===== src/rtl/ifq_pkg.sv =====
// ifq_pkg: shared entry type and no-op instruction for the instruction fetch queue
package ifq_pkg;
    localparam logic [31:0] NOOP_INST = 32'h47ff041f;
    typedef struct packed {
        logic [31:0] pc;
        logic [31:0] npc;
        logic [31:0] ir;
    } ifq_entry_t;
endpackage


===== src/rtl/ifq_mem.sv =====
// ifq_mem: DEPTH-entry register array, one write port, one asynchronous read port
module ifq_mem
    import ifq_pkg::*;
#(
    parameter int DEPTH = 4,
    localparam int AW = $clog2(DEPTH)
) (
    input  logic             clk,
    input  logic             i_we,
    input  logic [AW-1:0]    i_waddr,
    input  ifq_entry_t       i_wdata,
    input  logic [AW-1:0]    i_raddr,
    output ifq_entry_t       o_rdata
);
    ifq_entry_t r_mem [DEPTH];
    always_ff @(posedge clk) begin
        if (i_we) r_mem[i_waddr] <= i_wdata;
    end
    assign o_rdata = r_mem[i_raddr];
endmodule


===== src/rtl/if_queue.sv =====
// if_queue: fetch-to-decode instruction queue with flush on taken branch.
// Define IFQ_BYPASS_EN to pass a fetch straight to decode when the queue is empty.
module if_queue
    import ifq_pkg::*;
#(
    parameter int DEPTH = 4
) (
    input  logic                     clk,
    input  logic                     rst,
    input  logic                     if_valid,
    input  logic [31:0]              if_PC_in,
    input  logic [31:0]              if_NPC_in,
    input  logic [31:0]              if_IR_in,
    input  logic                     ex_take_branch_out,
    input  logic                     id_ready,
    output logic                     ifq_hazard,
    output logic                     id_valid,
    output logic [31:0]              id_PC_out,
    output logic [31:0]              id_NPC_out,
    output logic [31:0]              id_IR_out,
    output logic [$clog2(DEPTH):0]   ifq_count
);
    localparam int AW = $clog2(DEPTH);
    logic [AW-1:0] r_wptr, r_rptr;
    logic [AW:0]   r_count;
    logic          w_full, w_empty, w_byp, w_enq, w_deq;
    ifq_entry_t    w_head, w_wdata;
    assign w_full  = r_count == (AW+1)'(DEPTH);
    assign w_empty = r_count == '0;
`ifdef IFQ_BYPASS_EN
    assign w_byp = w_empty & if_valid & id_ready & ~ex_take_branch_out;
`else
    assign w_byp = 1'b0;
`endif
    // Full blocks enqueue even when a dequeue frees a slot this cycle, keeping hazard purely registered.
    assign w_enq   = if_valid & ~w_full & ~ex_take_branch_out & ~w_byp;
    assign w_deq   = ~w_empty & id_ready & ~ex_take_branch_out;
    assign w_wdata = '{pc: if_PC_in, npc: if_NPC_in, ir: if_IR_in};
    ifq_mem #(.DEPTH(DEPTH)) u_mem (
        .clk     (clk),
        .i_we    (w_enq),
        .i_waddr (r_wptr),
        .i_wdata (w_wdata),
        .i_raddr (r_rptr),
        .o_rdata (w_head)
    );
    // Pointers wrap naturally because DEPTH is a power of two.
    always_ff @(posedge clk) begin
        if (rst || ex_take_branch_out) begin
            r_wptr  <= '0;
            r_rptr  <= '0;
            r_count <= '0;
        end else begin
            if (w_enq) r_wptr <= r_wptr + 1'b1;
            if (w_deq) r_rptr <= r_rptr + 1'b1;
            r_count <= r_count + (AW+1)'(w_enq) - (AW+1)'(w_deq);
        end
    end
    always_comb begin
        ifq_hazard = w_full;
        ifq_count  = r_count;
        id_valid   = ~w_empty | w_byp;
        id_PC_out  = !w_empty ? w_head.pc  : w_byp ? if_PC_in  : '0;
        id_NPC_out = !w_empty ? w_head.npc : w_byp ? if_NPC_in : '0;
        id_IR_out  = !w_empty ? w_head.ir  : w_byp ? if_IR_in  : NOOP_INST;
    end
endmodule

===== config.mk =====
export PLATFORM = sky130hd
export DESIGN_NAME = if_queue
export DESIGN_NICKNAME = d
export VERILOG_FILES = /design/src/rtl/ifq_pkg.sv /design/src/rtl/ifq_mem.sv /design/src/rtl/if_queue.sv
export SDC_FILE = /design/constraint.sdc
export NUM_CORES = 1
export LEC_CHECK = 0
export ABC_CLOCK_PERIOD_IN_PS = 9740
export CORE_UTILIZATION = 55
export DETAILED_ROUTE_END_ITERATION = 12
export GPL_TIMING_DRIVEN = 0
export PLACE_DENSITY_LB_ADDON = 0.25
export SYNTH_ARGS = -nofsm -noshare
export SYNTH_HDL_FRONTEND = slang
export SYNTH_SLANG_ARGS = --single-unit

===== constraint.sdc =====
create_clock -name clk -period 9.74 [get_ports clk]
set_clock_uncertainty 0.05 [all_clocks]
set_input_delay 2.922 -clock clk [delete_from_list [all_inputs] [get_ports clk]]
set_output_delay 2.922 -clock clk [all_outputs]
set_load 0.05 [all_outputs]

==> flow_summary.ini <==
[min_path]
min-delay-path-class = flop to flop
hold_end = r_wptr[1]
holdPathStages = 2
hp-start = r_wptr[1]

[grt]
track_usage_pct = 20.9
antenna_found_initial = 2
grt_max_degree = 53
grt-ovfl-total = 0
grt_pass1_wl_mm = 43.9
grt_pass1_vias = 7895

[critical_path]
crit_top_cell = clkbuf_1
crit_fanout = 10
rr_startpoint = ifq_count[1]
required_ns = 6.77
cp_cell_sequence = nor3_4 -> inv_1 -> clkbuf_1 -> clkbuf_1 -> and2_1 -> clkdlybuf4s50_1
reg2reg_slack_ns = 7.01
critPathTopFamily = buffers and inverters
cp.depth = 6
cp.arrival_ns = 3.49
crit_slowest_cell = clkdlybuf4s50_1
crit_type = flop to output port
rr_endpoint = ifq_count[2]
r2r_cells = 11
max_stage_delay_ns = 0.70
crit_path_start_kind = flop
endpoint_kind = output port
cp.buffers_inverters = 4

[logic_synthesis]
synth_enable_flop_cells = 384
synth_flop_cell = edfxtp_1
synth_commonest_cells = 384 x edfxtp_1, 96 x mux4_2, 81 x and2_1, 16 x or2_1, 15 x clkbuf_1
synth_seq_area_share_pct = 78.0
synth.distinct_cells = 26
netlist.area_leader.share_pct = 76.8
synth_async_sr_flop_share_pct = 0
ys_warn_count = 0
synth_nets = 768
synth_area_leaders = edfxtp_1 77%, mux4_2 14%, and2_1 3.4%, dfxtp_1 1.2%, buf_12 0.67%
syn-instance-count = 660
syn-cell-area_sq_um = 15000
synth_area_leader_cell = edfxtp_1
ys_ff_latch = 393
syn_avg_cell_area_sq_um = 22.8
yosysMostFrequentCell = edfxtp_1

[pwr]
swShare_pct = 20.5
p_leak_nw = 5.97
switchingPower_mw = 0.734
power-per-cell-area_nw_per_um2 = 191
p_int_mw = 2.85
clkPwrFrac_pct = 40.2
worst_ir_drop_vdd_v = 0.000142
power_frac_comb_pct = 7.1
p_seq_share_pct = 52.7

[cts]
cts_buffer_depth = 3
tritoncts = yes
cts_resized = 0
hold_buffers = 0
cts-root-buf = clkbuf_16
post_cts_buffers = 0
h-tree-depth = 2
cts_sinks = 393
cts.clk_slew.worst_paths_ns = 0.06
cts_buffers = 40
clock_latency_ns = 0.51

[routing]
drc_errors = 0
drt-pass1-iter-count = 5
drt_wl_total_mm = 28.4
dr.first_iter.drc_count = 480
routedWlPerCell_um = 22.3
vias = 7117
ant_nets = 0
vias_per_cell = 5.59

[sta]
final.min_clock_period_ns = 6.46
max_slew_margin_pct = 45.5
slew_violations = 0
hold_violations = 0
setup_viol = 0
finalCritPeriodShare_pct = 66.3
rsz0062_at_grt = false
max_freq_ghz = 0.155
tns_ns = 0
worstMarginPinSlew_ns = 0.817

[placed_design]
dpl.hpwl_mm = 17.4
gp_congestion = 0.786
io_buffers = 201

[die]
placement_rows = 60
initial_core_util_pct = 55.9
core_region_area_sq_um = 26900
die_w_um = 167
die_h_um = 167
dieArea_sq_um = 28000
ioPinCount = 202

[layout]
utilization_pct = 70.0
syn2layout_area_growth_pct = 25.3
nets = 1015
drive_gt1_share_pct = 19.1
fill_cells = 1649

[run]
max-cap-violations = 0

[status]
status = complete, no violations
-- area by class of cell --
class	count	area (sq um)	share of cell area (%)
flip-flops and latches	393	11700	62.2
multi-input cells	227	3060	16.3
repair buffers	205	2120	11.3
clock buffers	52	1090	5.78
well taps	341	427	2.27
plain buffers	32	235	1.25
clock inverters	14	141	0.751
inverters	8	30.0	0.160
diodes	1	2.50	0.0133
-- state kept, by name, summed over array words and instances, names as in the netlist, named ones only --
| name | cells |
|---|---|
| u_mem.r_mem | 384 |
| r_wptr | 2 |
| r_rptr | 2 |
| ifq_count | 3 |
-- metrics by stage --
step	area [sq um]	power, mW	setup slack [ns]	std cells	hold slack, ns
after CTS	18800	3.61	3.19	1272	0.457
after floorplan	15000	2.06	3.72	660	0.419
after global placement	17500	2.17	1.46	1202	0.433
after global routing	18800	3.69	3.07	1273	0.531
after detailed placement	17600	2.18	3.76	1206	0.450
final	18800	3.59	3.28	1273	0.457
-- cell usage in the layout, fill, tap and decap left out, types with 3 or more instances in the layout --
master / Yosys / final
dfxtp_1: 9 / 9
clkdlybuf4s50_1: 0 / 201
mux4_2: 96 / 96
clkinv_2: 0 / 8
inv_1: 8 / 8
clkbuf_1: 15 / 24
buf_6: 3 / 3
buf_12: 5 / 5
ha_1: 6 / 6
nor3_1: 4 / 4
clkinv_1: 0 / 3
or2_1: 16 / 16
edfxtp_1: 384 / 384
and2_1: 81 / 81
and3_4: 0 / 4
clkbuf_16: 0 / 41
bufinv_16: 0 / 3
buf_16: 0 / 4
buf_2: 9 / 9
-- routing by layer --
layer	up-vias	global-route usage [%]	share of wire [%]	routed length, um
met2	226	35.9	51	14400
li1	3189	-	-	-
met5	-	0	0.046	13
met3	51	4.99	6.3	1800
met4	2	5.70	1.8	508
met1	3649	27.1	41	11700
-- cell families after synthesis --
kind of cell	count (synthesis)	synth area share (%)
muxes	96	14.4
AOI/OAI and AO/OA	4	0.175
and+or+nand+nor	116	4.82
xor gates and xnor gates	4	0.233
buffers and inverters	40	1.77
DFF	393	78.0
adders and majority gates	7	0.633
-- worst reg2reg max path: stages, from the launching register on --
cell      delay, ns
dfxtp_1        0.51
or3b_1         0.20
clkbuf_1       0.27
and2_1         0.22
inv_1          0.06
ha_1           0.27
inv_1          0.04
ha_1           0.19
fa_1           0.41
xnor2_1        0.18
xnor2_1        0.15
nor3_1         0.06
-- power by group through the flow --
stage / registers (mW) / clock network [mW] / logic, mW
2_1_floorplan: 1.93 / 0 / 0.134
3_3_place_gp: 1.93 / 0 / 0.246
3_5_place_dp: 1.93 / 0 / 0.255
4_1_cts: 1.89 / 1.47 / 0.256
5_1_grt: 1.89 / 1.53 / 0.268
6_report: 1.89 / 1.44 / 0.254
-- how the worst max path moves through the flow --
stage	startpoint	endpoint	slack [ns]
floorplan	if_valid	u_mem.r_mem[0][0]	3.72
global route	ifq_count[1]	id_NPC_out[9]	3.07
detailed placement	ifq_count[1]	id_NPC_out[9]	3.76
CTS	ifq_count[1]	id_NPC_out[9]	3.19
finish	ifq_count[1]	id_NPC_out[9]	3.28
global placement	ex_take_branch_out	u_mem.r_mem[0][36]	1.46
No activity file was read; power rests on OpenSTA's default activity.
